<file path="config.mk">
export PLATFORM = sky130hd
export DESIGN_NAME = mem_responder
export DESIGN_NICKNAME = d
export VERILOG_FILES = /design/src/rtl/mem_responder.sv
export SDC_FILE = /design/constraint.sdc
export NUM_CORES = 2
export LEC_CHECK = 0
export ABC_CLOCK_PERIOD_IN_PS = 7100
export CAP_MARGIN = 40
export CELL_PAD_IN_SITES_DETAIL_PLACEMENT = 1
export CELL_PAD_IN_SITES_GLOBAL_PLACEMENT = 1
export CORE_MARGIN = 1.5
export CORE_UTILIZATION = 30
export DETAILED_ROUTE_END_ITERATION = 8
export PLACE_DENSITY_LB_ADDON = 0.1
export SKIP_LAST_GASP = 1
export SLEW_MARGIN = 20
export SYNTH_ARGS = -nofsm -noshare
export SYNTH_HDL_FRONTEND = slang
export SYNTH_SLANG_ARGS = --single-unit
</file>
<file path="constraint.sdc">
create_clock -name clk -period 7.1 [get_ports clk]
set_clock_uncertainty 0.2 [all_clocks]
set_input_delay 1.775 -clock clk [delete_from_list [all_inputs] [get_ports clk]]
set_output_delay 1.775 -clock clk [all_outputs]
set_load 0.02 [all_outputs]
</file>
<file path="src/rtl/mem_responder.sv">
// Wait-state memory responder: a single-port word array behind an
// IDLE/WAIT/ACCESS/DONE handshake with a one-cycle mem_ready completion pulse.
module mem_responder #(
  parameter int unsigned DATA_W      = 16,
  parameter int unsigned ADDR_W      = 8,
  parameter int unsigned WAIT_CYCLES = 2
) (
  input  logic              clk,
  input  logic              reset,
  input  logic              rm,
  input  logic              wmem,
  input  logic [ADDR_W-1:0] addr,
  input  logic [DATA_W-1:0] wdata,
  output logic [DATA_W-1:0] rdata,
  output logic              mem_ready,
  output logic              busy,
  output logic              err
);

  localparam int unsigned DEPTH = 2 ** ADDR_W;
  localparam int unsigned CNT_W = 4;
  localparam logic [CNT_W-1:0] WAIT_LAST =
    (WAIT_CYCLES == 0) ? CNT_W'(0) : CNT_W'(WAIT_CYCLES - 1);

  typedef enum logic [1:0] {
    IDLE   = 2'd0,
    WAIT   = 2'd1,
    ACCESS = 2'd2,
    DONE   = 2'd3
  } state_t;

  state_t              r_state;
  state_t              w_state_nxt;
  logic [CNT_W-1:0]    r_cnt;
  logic [CNT_W-1:0]    w_cnt_nxt;
  logic                w_start;
  logic                w_err_nxt;

  logic [ADDR_W-1:0]   r_addr;
  logic [DATA_W-1:0]   r_wdata;
  logic                r_is_wr;
  logic [DATA_W-1:0]   r_rdata;
  logic                r_mem_ready;
  logic                r_busy;
  logic                r_err;
  logic [DATA_W-1:0]   r_mem [DEPTH];

  // Next-state and wait-counter logic
  always_comb begin
    w_state_nxt = r_state;
    w_cnt_nxt   = r_cnt;
    w_start     = 1'b0;
    w_err_nxt   = 1'b0;
    case (r_state)
      IDLE: begin
        if (rm ^ wmem) begin
          w_start     = 1'b1;
          w_cnt_nxt   = '0;
          w_state_nxt = (WAIT_CYCLES > 0) ? WAIT : ACCESS;
        end else if (rm && wmem) begin
          w_err_nxt = 1'b1;
        end
      end
      WAIT: begin
        if (r_cnt == WAIT_LAST) begin
          w_cnt_nxt   = '0;
          w_state_nxt = ACCESS;
        end else begin
          w_cnt_nxt = r_cnt + CNT_W'(1);
        end
      end
      ACCESS:  w_state_nxt = DONE;
      DONE:    w_state_nxt = IDLE;
      default: w_state_nxt = IDLE;
    endcase
  end

  // State, request latches and registered outputs
  always_ff @(posedge clk or posedge reset) begin
    if (reset) begin
      r_state     <= IDLE;
      r_cnt       <= '0;
      r_addr      <= '0;
      r_wdata     <= '0;
      r_is_wr     <= 1'b0;
      r_rdata     <= '0;
      r_mem_ready <= 1'b0;
      r_busy      <= 1'b0;
      r_err       <= 1'b0;
    end else begin
      r_state     <= w_state_nxt;
      r_cnt       <= w_cnt_nxt;
      r_mem_ready <= (w_state_nxt == DONE);
      r_busy      <= (w_state_nxt != IDLE);
      r_err       <= w_err_nxt;
      if (w_start) begin
        r_addr  <= addr;
        r_wdata <= wdata;
        r_is_wr <= wmem;
      end
      if (r_state == ACCESS && !r_is_wr) begin
        r_rdata <= r_mem[r_addr];
      end
    end
  end

  // Array has no reset; an aborted access never reaches ACCESS so it cannot write
  always_ff @(posedge clk) begin
    if (r_state == ACCESS && r_is_wr) begin
      r_mem[r_addr] <= r_wdata;
    end
  end

  assign rdata     = r_rdata;
  assign mem_ready = r_mem_ready;
  assign busy      = r_busy;
  assign err       = r_err;

endmodule

</file>
==> key figures <==
Timing
  – Final period util: between 70% and 80%
  – Tmin final: ~5.4 ns
  – Hold WS: approximately 0.34 ns
  – Slew @ Worst Pin: roughly 1.3 ns
  – Setup violations, final: 0
  – RSZ-0062 raised after global routing: no
  – Pins Over Slew Limit: 0
  – Slew HR: 15.2%
  – Final hold viol count: 0
  – Fmax: around 190 MHz
  – TNS Setup: 0 ns

Finish
  – Share of cells above drive strength 1: 30.1%
  – Fill cells: roughly 51000
  – Finished Cell Area: around 190000 µm²
  – Area growth, synth to finish: 18.2%
  – # nets final: roughly 7700

Global route
  – GR Layer Usage met1: 28.5%
  – Global route total overflow: 0
  – Initial antenna violation count: 41
  – GR peak layer: met2
  – Largest net degree at the start of global routing: 178
  – First-pass GRT wire length: roughly 740000 µm
  – M2 GR Usage: between 30% and 40%
  – Vias in the first global route: 81600
  – GRT Util Overall: 20.1%
  – Met3 Track Usage GR: about 2.6%

Critical path
  – Critical Path RT: around 7.8 ns
  – Crit Path Class: reg2reg
  – R2R Setup Slk: between 1.5 and 2 ns
  – CP most frequent cell: buf_4
  – R2r worst-path depth: 8
  – Crit-path max FO: 29
  – Worst R2R End: rdata[0]$_DFFE_PP0P_
  – Crit-path cells: buf_4 -> buf_4 -> mux4_2 -> mux2i_1 -> o22ai_1 -> o21ai_0 -> o2111ai_1 -> o32a_1
  – Highest-delay cell along the critical path: dfrtp_4
  – CP max stage delay: 0.89 ns
  – R2R Path Start: r_addr[0]$_DFFE_PP0P_
  – Crit. End Element: flop
  – Startpoint types: flop
  – CP arrival: about 6.1 ns

Die
  – Die Ht: roughly 730 µm
  – DIE AREA: roughly 530000 µm²
  – Initial Util: a little under a third
  – Core area: roughly 530000 µm²
  – I/O pin count: 47
  – Std cell rows: 266
  – Die width: roughly 730 µm

Power
  – Pwr Density: approximately 430 nW/µm²
  – Worst vdd ir: 327 µV
  – Tot Pwr: 81.1 mW
  – Leak: around 58 nW

Detailed routing
  – First-pass DRT Iterations: 5
  – Drt via density: between 5 and 6
  – Post-route antenna net violation count: 0
  – DR DRC count: 0
  – Iter 0 DRT Violations: 8090
  – Drt wl/cell: approximately 36 µm
  – Via Count: around 80000
  – Total routed wirelength: between 500000 and 600000 µm

Synth
  – Unique masters post-synth: 57
  – Most common library cells after synthesis: edfxtp_1 (4096), mux4_2 (946), mux2i_1 (361)
  – Synth Warn #: 0
  – Syn avg cell area: about 22 µm²
  – Post-synth EDFFs: 4096
  – Cells after Synth: slightly above 7000
  – Prevailing post-synth register cell: edfxtp_1
  – Leading area contributor after synthesis: edfxtp_1
  – Dominant cells by area after synthesis: edfxtp_1 (78%), mux4_2 (13%), mux2i_1 (2.3%)
  – Register area share after synthesis: about four fifths
  – Syn nets: a little over 7000
  – Async S/R FF share, synth: about 1.2%
  – Seq cells post-synth: 4146
  – Mapped Area: between 150000 and 200000 µm²
  – Count leader, synth: edfxtp_1
  – Synth top area share: between 70 and 80%

Min path
  – Hold Crit Depth: 2
  – Endpoint, Worst Hold: r_cnt[3]$_DFFE_PP0P_
  – Min-delay src: r_cnt[3]$_DFFE_PP0P_
  – HP Class: reg2reg

Run status
  – Outcome: complete, no violations

Clock network
  – Post-CTS setup buffer count: 0
  – CTS tree: yes
  – Post_cts resized: 0
  – Worst-path clk slew: around 0.06 ns
  – Cts hold-fix bufs: 0
  – Worst skew pair latency: around 1.0 ns
  – Num CTS Buffers: between 400 and 500
  – Root Buffer: clkbuf_16
  – Clock sink count: ~4100
  – Htree depth: 5
  – Clock Tree Buf Depth: 4

Place
  – DPL Wire Length: roughly 340000 µm
  – Placed Area: around 170000 µm²
  – Gp weighted congestion: roughly 0.79
  – Buffers added on ports: 46

Flow run
  – Maxcap violations: 0
-- report_power, final --
part | internal (mW) | total, mW | switching, mW
Sequential | 30.8 | 32.1 | 1.28
Combinational | 8.08 | 24.8 | 16.7
Clock | 14.1 | 24.2 | 10.1
-- critical path, delay by kind of cell, from the launching register on --
family                 cells  cell delay [ns]
AOI/OAI and AO/OA          4             1.91
buffers and inverters      2             1.22
muxes                      2             1.04
DFF                        1             0.89
-- cell type report --
cell class / instances / area [µm²] / area share [%]
Antenna cell: 23 / 57.6 / 0.0307
Clock buffer: 593 / 12300 / 6.58
Clock inverter: 275 / 2880 / 1.53
Inverter: 8 / 35.0 / 0.0187
Multi-Input combinational cell: 2566 / 33600 / 17.9
Sequential cell: 4146 / 124000 / 66.3
Tap cell: 6968 / 8720 / 4.65
Timing Repair Buffer: 523 / 5460 / 2.91
-- sequential cells by signal (all words and copies together) (netlist names) --
register / cells
r_is_wr: 1
r_mem: 4096
err: 1
r_wdata: 16
mem_ready: 1
rdata: 16
r_state: 2
r_cnt: 4
r_addr: 8
busy: 1
-- stage by stage --
| stage | setup WS, ns | utilization (%) | std cells |
|---|---|---|---|
| 3_3_place_gp | 0.401 | 32.3 | 14100 |
| 5_1_grt | 1.63 | 35.6 | 15100 |
| 3_5_place_dp | 1.57 | 32.7 | 14200 |
| 2_1_floorplan | 2.92 | - | 7137 |
| 4_1_cts | 1.61 | 35.6 | 15100 |
| 6_report | 1.72 | 35.6 | 15100 |
-- cells in the final DEF (no fill, tap or decap), types with 15 or more instances in the layout --
master,synthesis,routed
mux2_2,52,52
nor2_1,301,86
clkbuf_1,138,110
clkbuf_16,0,469
o21ai_0,75,70
buf_12,0,45
mux4_2,946,946
nand2_2,0,22
bufinv_16,0,51
clkinv_2,0,87
dfrtp_1,50,27
a22o_1,18,18
nor4_1,44,34
nand3_1,60,59
o22ai_1,207,207
a22oi_1,104,104
dfrtp_4,0,22
edfxtp_1,4096,4096
buf_4,73,353
nand2_1,105,76
clkdlybuf4s50_1,0,46
nor2_2,0,112
diode_2,0,23
clkinv_1,0,103
o211ai_1,15,15
nor3_1,19,18
buf_16,0,36
a221oi_1,26,26
a21oi_1,60,59
mux2i_1,361,361
nor2_4,0,103
-- worst max path at each step --
stage	from	to	slack, ns	cells after the start
floorplan	r_wdata[0]$_DFFE_PP0P_	r_mem[0][0]$_DFFE_PP_	2.92	0
global placement	r_addr[1]$_DFFE_PP0P_	rdata[5]$_DFFE_PP0P_	0.40	8
detailed placement	r_addr[0]$_DFFE_PP0P_	rdata[0]$_DFFE_PP0P_	1.57	8
CTS	r_addr[0]$_DFFE_PP0P_	rdata[0]$_DFFE_PP0P_	1.61	8
global route	r_addr[0]$_DFFE_PP0P_	rdata[0]$_DFFE_PP0P_	1.63	8
finish	r_addr[0]$_DFFE_PP0P_	rdata[0]$_DFFE_PP0P_	1.72	8
-- per-layer routing --
metal / vias to the layer above / routed length [µm] / part of all wire, %
met1: 43800 / 243000 / 45
li1: 31600 / - / -
met5: - / 41 / 0.0076
met2: 2170 / 260000 / 48
met4: 6 / 13200 / 2.4
met3: 599 / 26100 / 4.8
-- kinds of logic after synthesis --
| logic type | synth area share (%) |
|---|---|
| flip-flops | 78.3 |
| buffers and inverters | 1.34 |
| adder cells (fa/ha/maj) | 0.0237 |
| AO/OA/AOI/OAI | 2.56 |
| XOR/XNOR | 0.00552 |
| multiplexers | 16.1 |
| AND/OR/NAND/NOR | 1.68 |
Power figures use the tool's default switching activity.
